--- src/rtl/cp0_pkg.sv ---
// rtl/cp0_pkg.sv - shared CP0 register numbers, field positions and ExcCodes
package cp0_pkg;

  localparam logic [4:0] CP0_BADVADDR = 5'd8;
  localparam logic [4:0] CP0_COUNT    = 5'd9;
  localparam logic [4:0] CP0_COMPARE  = 5'd11;
  localparam logic [4:0] CP0_STATUS   = 5'd12;
  localparam logic [4:0] CP0_CAUSE    = 5'd13;
  localparam logic [4:0] CP0_EPC      = 5'd14;

  localparam int ST_IE    = 0;
  localparam int ST_EXL   = 1;
  localparam int ST_IM_LO = 8;
  localparam int ST_BEV   = 22;

  localparam int CA_EXC_LO = 2;
  localparam int CA_IP_LO  = 8;
  localparam int CA_TI     = 30;
  localparam int CA_BD     = 31;

  localparam logic [4:0] EXC_INT  = 5'd0;
  localparam logic [4:0] EXC_ADEL = 5'd4;
  localparam logic [4:0] EXC_ADES = 5'd5;
  localparam logic [4:0] EXC_SYS  = 5'd8;
  localparam logic [4:0] EXC_BP   = 5'd9;
  localparam logic [4:0] EXC_RI   = 5'd10;
  localparam logic [4:0] EXC_OV   = 5'd12;

  localparam logic [31:0] STATUS_RESET = 32'h0040_0000;

  function automatic logic is_addr_exc(input logic [4:0] code);
    return (code == EXC_ADEL) || (code == EXC_ADES);
  endfunction

endpackage

--- src/rtl/cp0_timer.sv ---
// rtl/cp0_timer.sv - prescaled Count/Compare timer with sticky TI
module cp0_timer
  import cp0_pkg::*;
#(
  parameter int COUNT_DIV = 2
) (
  input  logic        clk,
  input  logic        resetn,
  input  logic        count_we,
  input  logic        compare_we,
  input  logic [31:0] wdata,
  output logic [31:0] count,
  output logic [31:0] compare,
  output logic        ti
);

  localparam int PW = (COUNT_DIV > 1) ? $clog2(COUNT_DIV) : 1;
  localparam logic [PW-1:0] PRESC_MAX = PW'(COUNT_DIV - 1);

  logic [PW-1:0] presc;
  logic          tick;
  logic [31:0]   count_inc;

  // A Count write pre-empts the increment that would otherwise happen this cycle.
  assign tick      = ~count_we & (presc == PRESC_MAX);
  assign count_inc = count + 32'd1;

  always_ff @(posedge clk) begin
    if (!resetn) begin
      presc   <= '0;
      count   <= '0;
      compare <= '0;
      ti      <= 1'b0;
    end else begin
      if (count_we) begin
        count <= wdata;
        presc <= '0;
      end else if (tick) begin
        count <= count_inc;
        presc <= '0;
      end else begin
        presc <= presc + PW'(1);
      end

      if (compare_we) compare <= wdata;

      // Clear wins over a same-cycle match.
      if (compare_we)                          ti <= 1'b0;
      else if (tick && count_inc == compare)   ti <= 1'b1;
    end
  end

endmodule

--- src/rtl/cp0_gen2.sv ---
// rtl/cp0_gen2.sv - MIPS32 CP0 (Status/Cause/EPC/BadVAddr/Count/Compare); timer under CP0_TIMER_EN
module cp0_gen2
  import cp0_pkg::*;
#(
  parameter int NUM_HW_INT = 6,
  parameter int COUNT_DIV  = 2
) (
  input  logic                  clk,
  input  logic                  resetn,
  input  logic                  we,
  input  logic [4:0]            addr,
  input  logic [31:0]           wdata,
  output logic [31:0]           rdata,
  input  logic                  exc_req,
  input  logic [4:0]            exc_code,
  input  logic                  bd,
  input  logic [31:0]           vpc,
  input  logic [31:0]           bad_vaddr,
  input  logic                  eret,
  input  logic [NUM_HW_INT-1:0] hw_int,
  output logic [31:0]           epc_out,
  output logic                  exl_out,
  output logic                  int_req
);

  logic [7:0]  im;
  logic        exl;
  logic        ie;
  logic        bd_q;
  logic [4:0]  exc_code_q;
  logic [1:0]  sw_ip;
  logic [5:0]  hw_ip;
  logic [31:0] epc;
  logic [31:0] badvaddr;
  logic [31:0] count;
  logic [31:0] compare;
  logic        ti;
  logic [7:0]  ip;

  logic wr, wr_status, wr_cause, wr_epc, wr_count, wr_compare;

  // An exception taken this cycle drops the whole mtc0.
  assign wr         = we & ~exc_req;
  assign wr_status  = wr && (addr == CP0_STATUS);
  assign wr_cause   = wr && (addr == CP0_CAUSE);
  assign wr_epc     = wr && (addr == CP0_EPC);
  assign wr_count   = wr && (addr == CP0_COUNT);
  assign wr_compare = wr && (addr == CP0_COMPARE);

`ifdef CP0_TIMER_EN
  cp0_timer #(.COUNT_DIV(COUNT_DIV)) u_timer (
    .clk        (clk),
    .resetn     (resetn),
    .count_we   (wr_count),
    .compare_we (wr_compare),
    .wdata      (wdata),
    .count      (count),
    .compare    (compare),
    .ti         (ti)
  );
`else
  assign count   = '0;
  assign compare = '0;
  assign ti      = 1'b0;
`endif

  assign ip = {ti | hw_ip[5], hw_ip[4:0], sw_ip};

  always_ff @(posedge clk) begin
    if (!resetn) begin
      im         <= STATUS_RESET[ST_IM_LO +: 8];
      exl        <= STATUS_RESET[ST_EXL];
      ie         <= STATUS_RESET[ST_IE];
      bd_q       <= 1'b0;
      exc_code_q <= '0;
      sw_ip      <= '0;
      hw_ip      <= '0;
      epc        <= '0;
      badvaddr   <= '0;
    end else begin
      hw_ip <= 6'(hw_int);

      if (wr_status) begin
        im <= wdata[ST_IM_LO +: 8];
        ie <= wdata[ST_IE];
      end
      if (wr_cause) sw_ip <= wdata[CA_IP_LO +: 2];
      if (wr_epc)   epc   <= wdata;

      if (exc_req) begin
        exl        <= 1'b1;
        exc_code_q <= exc_code;
        if (!exl) begin
          epc  <= bd ? vpc - 32'd4 : vpc;
          bd_q <= bd;
        end
        if (is_addr_exc(exc_code)) badvaddr <= bad_vaddr;
      end else if (eret) begin
        exl <= 1'b0;
      end else if (wr_status) begin
        exl <= wdata[ST_EXL];
      end
    end
  end

  always_comb begin
    rdata = '0;
    case (addr)
      CP0_BADVADDR: rdata = badvaddr;
      CP0_COUNT:    rdata = count;
      CP0_COMPARE:  rdata = compare;
      CP0_STATUS: begin
        rdata[ST_BEV]         = STATUS_RESET[ST_BEV];
        rdata[ST_IM_LO +: 8]  = im;
        rdata[ST_EXL]         = exl;
        rdata[ST_IE]          = ie;
      end
      CP0_CAUSE: begin
        rdata[CA_BD]          = bd_q;
        rdata[CA_TI]          = ti;
        rdata[CA_IP_LO +: 8]  = ip;
        rdata[CA_EXC_LO +: 5] = exc_code_q;
      end
      CP0_EPC:      rdata = epc;
      default:      rdata = '0;
    endcase
  end

  assign epc_out = epc;
  assign exl_out = exl;
  assign int_req = ie & ~exl & |(ip & im);

endmodule

--- config.mk ---
export PLATFORM = sky130hd
export DESIGN_NAME = cp0_gen2
export DESIGN_NICKNAME = d
export VERILOG_FILES = /design/src/rtl/cp0_pkg.sv /design/src/rtl/cp0_timer.sv /design/src/rtl/cp0_gen2.sv
export SDC_FILE = /design/constraint.sdc
export NUM_CORES = 1
export LEC_CHECK = 0
export CAP_MARGIN = 15
export CELL_PAD_IN_SITES_DETAIL_PLACEMENT = 1
export CELL_PAD_IN_SITES_GLOBAL_PLACEMENT = 1
export CORE_MARGIN = 2
export CORE_UTILIZATION = 31
export CTS_CLUSTER_SIZE = 12
export DETAILED_ROUTE_END_ITERATION = 16
export PLACE_DENSITY_LB_ADDON = 0.1
export SLEW_MARGIN = 20
export SYNTH_ARGS = -nofsm -noshare
export SYNTH_HDL_FRONTEND = slang
export SYNTH_SLANG_ARGS = --single-unit
--- constraint.sdc ---
create_clock -name clk -period 3.7 [get_ports clk]
set_input_delay 0.925 -clock clk [delete_from_list [all_inputs] [get_ports clk]]
set_output_delay 0.925 -clock clk [all_outputs]
set_load 0.02 [all_outputs]
==> flow_metrics.tcl <==
set metrics [dict create \
    synth_area_um2 4470 \
    setup_viol 0 \
    yosysTopAreaCellShare_pct 39.5 \
    status "completed" \
    yosys.cell_types.count 43 \
    grt_pass1_wl_um 26500 \
    synthArstFlopShare_pct 0 \
    fin_skew_ns 0.0136 \
    endpoint_kind "output pin" \
    critPathLaunchType "primary input" \
    drive_gt1_share_pct 14.1 \
    synth_flop_cell "dfxtp_1" \
    cts_inserted_buffers 9 \
    avgSynthCellArea_um2 8.28 \
    fin_area_um2 6910 \
    crit_arrival_ns 2.71 \
    yosys_warnings 0 \
    core.rowCount 43 \
    fmax_ghz 0.275 \
    grt-ovfl-total 0 \
    finalCritPeriodShare_pct 98.2 \
    routed_wl_um 17600 \
    rsz0062_at_grt "no" \
    tightest_slew_ns 0.819 \
    place.detailed.hpwl_um 12800 \
    port_buffers 183 \
    cts_tree "built" \
    dr.pass1.iters 5 \
    ys_seq_area_share_pct 39.5 \
    cp_max_fo 7 \
    nets 839 \
    dieWidth_um 124 \
    clock_latency_ns 0.35 \
    drc 0 \
    yosys-top-cells-count "88 x dfxtp_1, 76 x nand2_1, 52 x a21oi_1, 44 x nor2_1, 36 x clkbuf_1" \
    start_util_pct 31.9 \
    fin_crit_ns 3.63 \
    ctsRootBufferMaster "clkbuf_16" \
    cts_sinks 88 \
    p_leak_nw 2.70 \
    drtIter0Drc 198 \
    synth.largest_area_cell "dfxtp_1" \
    power.density_nw_per_um2 358 \
    fp.dieH_um 124 \
    path_class "in2out" \
    synthesis.nets 658 \
    netlist_instances 539 \
    vias 4712 \
    drv_cap 0 \
    synthMostInstantiatedCell "dfxtp_1" \
    clockBufferDepth 2 \
    avgViaCountPerCell 5.20 \
    hp-class "reg2reg" \
    area_growth_pct 54.8 \
    gp_congestion 0.814 \
    grt_util_all_layers_pct 23.0 \
    drt-wirelength-per-cell_um 19.5 \
    antenna_found_initial 1 \
    htree_num_levels 3 \
    grt_max_degree 40 \
    max-slew-margin-rel_pct 45.4 \
    maxSlewViolCount 0 \
    synthTopCellsByArea "dfxtp_1 39%, mux2i_1 7.6%, nand2_1 6.4%" \
    worstPathRequired_ns 2.77 \
    ant_nets 0 \
    placed_area_um2 6610 \
    ir_drop_mv 0.191 \
    core-area_um2 14000 \
    synth_edf_count 0 \
    hold_violations 0 \
    synth_seq_cells 88 \
    finalSetupTns_ns 0 \
    io_pins 184 \
    path_clk_slew_ns 0.06 \
    final_core_util_pct 49.4 \
    grt_pass1_vias 4906 \
    die_area_um2 15400 \
]
[flip-flops by register name, summed over array words and instances (netlist names)]
register / flops
badvaddr: 32
epc_out: 32
im: 8
hw_ip: 6
exc_code_q: 5
sw_ip: 2
bd_q: 1
exl_out: 1
ie: 1
[routing by layer]
metal | GRT usage, % | vias to the layer above | part of all wire, %
met5 | 0 | - | 0
met4 | 9.76 | 0 | 2.8
met3 | 4.53 | 31 | 5.7
met2 | 39.9 | 146 | 49
met1 | 27.6 | 2260 | 43
li1 | - | 2275 | -
[path summary, 6_finish.rpt]
kind | from | endpoint | slack, ns | cells after the start
setup / recovery | addr[0] | rdata[29] | 0.07 | 7
hold / removal | badvaddr[17] | badvaddr[17] | 0.46 | 2
setup reg to reg | exl_out | epc_out[12] | 2.02 | 4
hold reg to reg | badvaddr[17] | badvaddr[17] | 0.46 | 2
[through the flow]
stage               hold slack, ns  std cells  worst slack [ns]  total power, mW
detailed placement           0.450        886            -0.327             1.48
finish                       0.461        906            0.0676             2.48
CTS                          0.460        903            -0.115             2.50
floorplan                    0.436        539             0.348             1.21
global route                 0.469        906           0.00317             2.57
global placement             0.442        886            -0.241             1.47
[power by group]
group | leakage (nW) | switching, mW | internal, mW | total (mW)
Clock | 0.152 | 0.401 | 0.610 | 1.01
Combinational | 1.83 | 0.197 | 0.242 | 0.439
Sequential | 0.720 | 0.0382 | 0.989 | 1.03
Total | 2.70 | 0.636 | 1.84 | 2.48
[what timing repair did]
action | CTS | global route
endpoints found under the setup margin | 29 | 31
cloned | 1 | 1
setup buffers | 0 | 1
pin swaps | 0 | 1
hold buffers | 0 | 0
gates resized for setup | 54 | 50
[cell families (layout without fill, tap and decap cells)]
| family | Yosys count | after routing | share of synthesized area [%] |
|---|---|---|---|
| AOI/OAI and AO/OA | 137 | 137 | 19.1 |
| xor gates and xnor gates | 28 | 28 | 5.49 |
| adders and majority gates | 1 | 1 | 0.280 |
| buffers and inverters | 53 | 239 | 4.71 |
| DFF | 88 | 88 | 39.5 |
| muxes | 52 | 52 | 12.2 |
| other | 0 | 1 | 0 |
| and+or+nand+nor | 180 | 180 | 18.8 |
[placed cells by master, fill, tap and decap left out, drive strengths merged, types with 10 or more instances in the layout]
cell	synthesis	final
clkdlybuf4s50	0	151
inv	11	11
xnor2	25	25
mux2i	34	34
a22oi	10	10
mux2	18	18
buf	6	31
clkbuf	36	32
nor2	44	44
a21oi	52	52
nand2	76	76
nor4	10	10
dfxtp	88	88
a22o	16	16
o21ai	32	32
a211oi	14	14
nor3	16	16
[worst max-delay path, stage by stage]
cell	delay, ns
clkdlybuf4s50_1	0.43
or3b_4	0.44
nor3_4	0.21
buf_12	0.15
buf_16	0.13
a22o_1	0.14
clkdlybuf4s15_2	0.27
[area by class of cell]
cell class                      instances  area, µm²
Clock inverter                          5       80.1
Fill cell                            1667       7080
Sequential cell                        88       1760
Timing Repair Buffer                  212       2030
Multi-Input combinational cell        398       2530
Tap cell                              180        225
Clock buffer                           11        243
Antenna cell                            1       2.50
Inverter                               11       41.3
(Power assumes the default switching activity.)
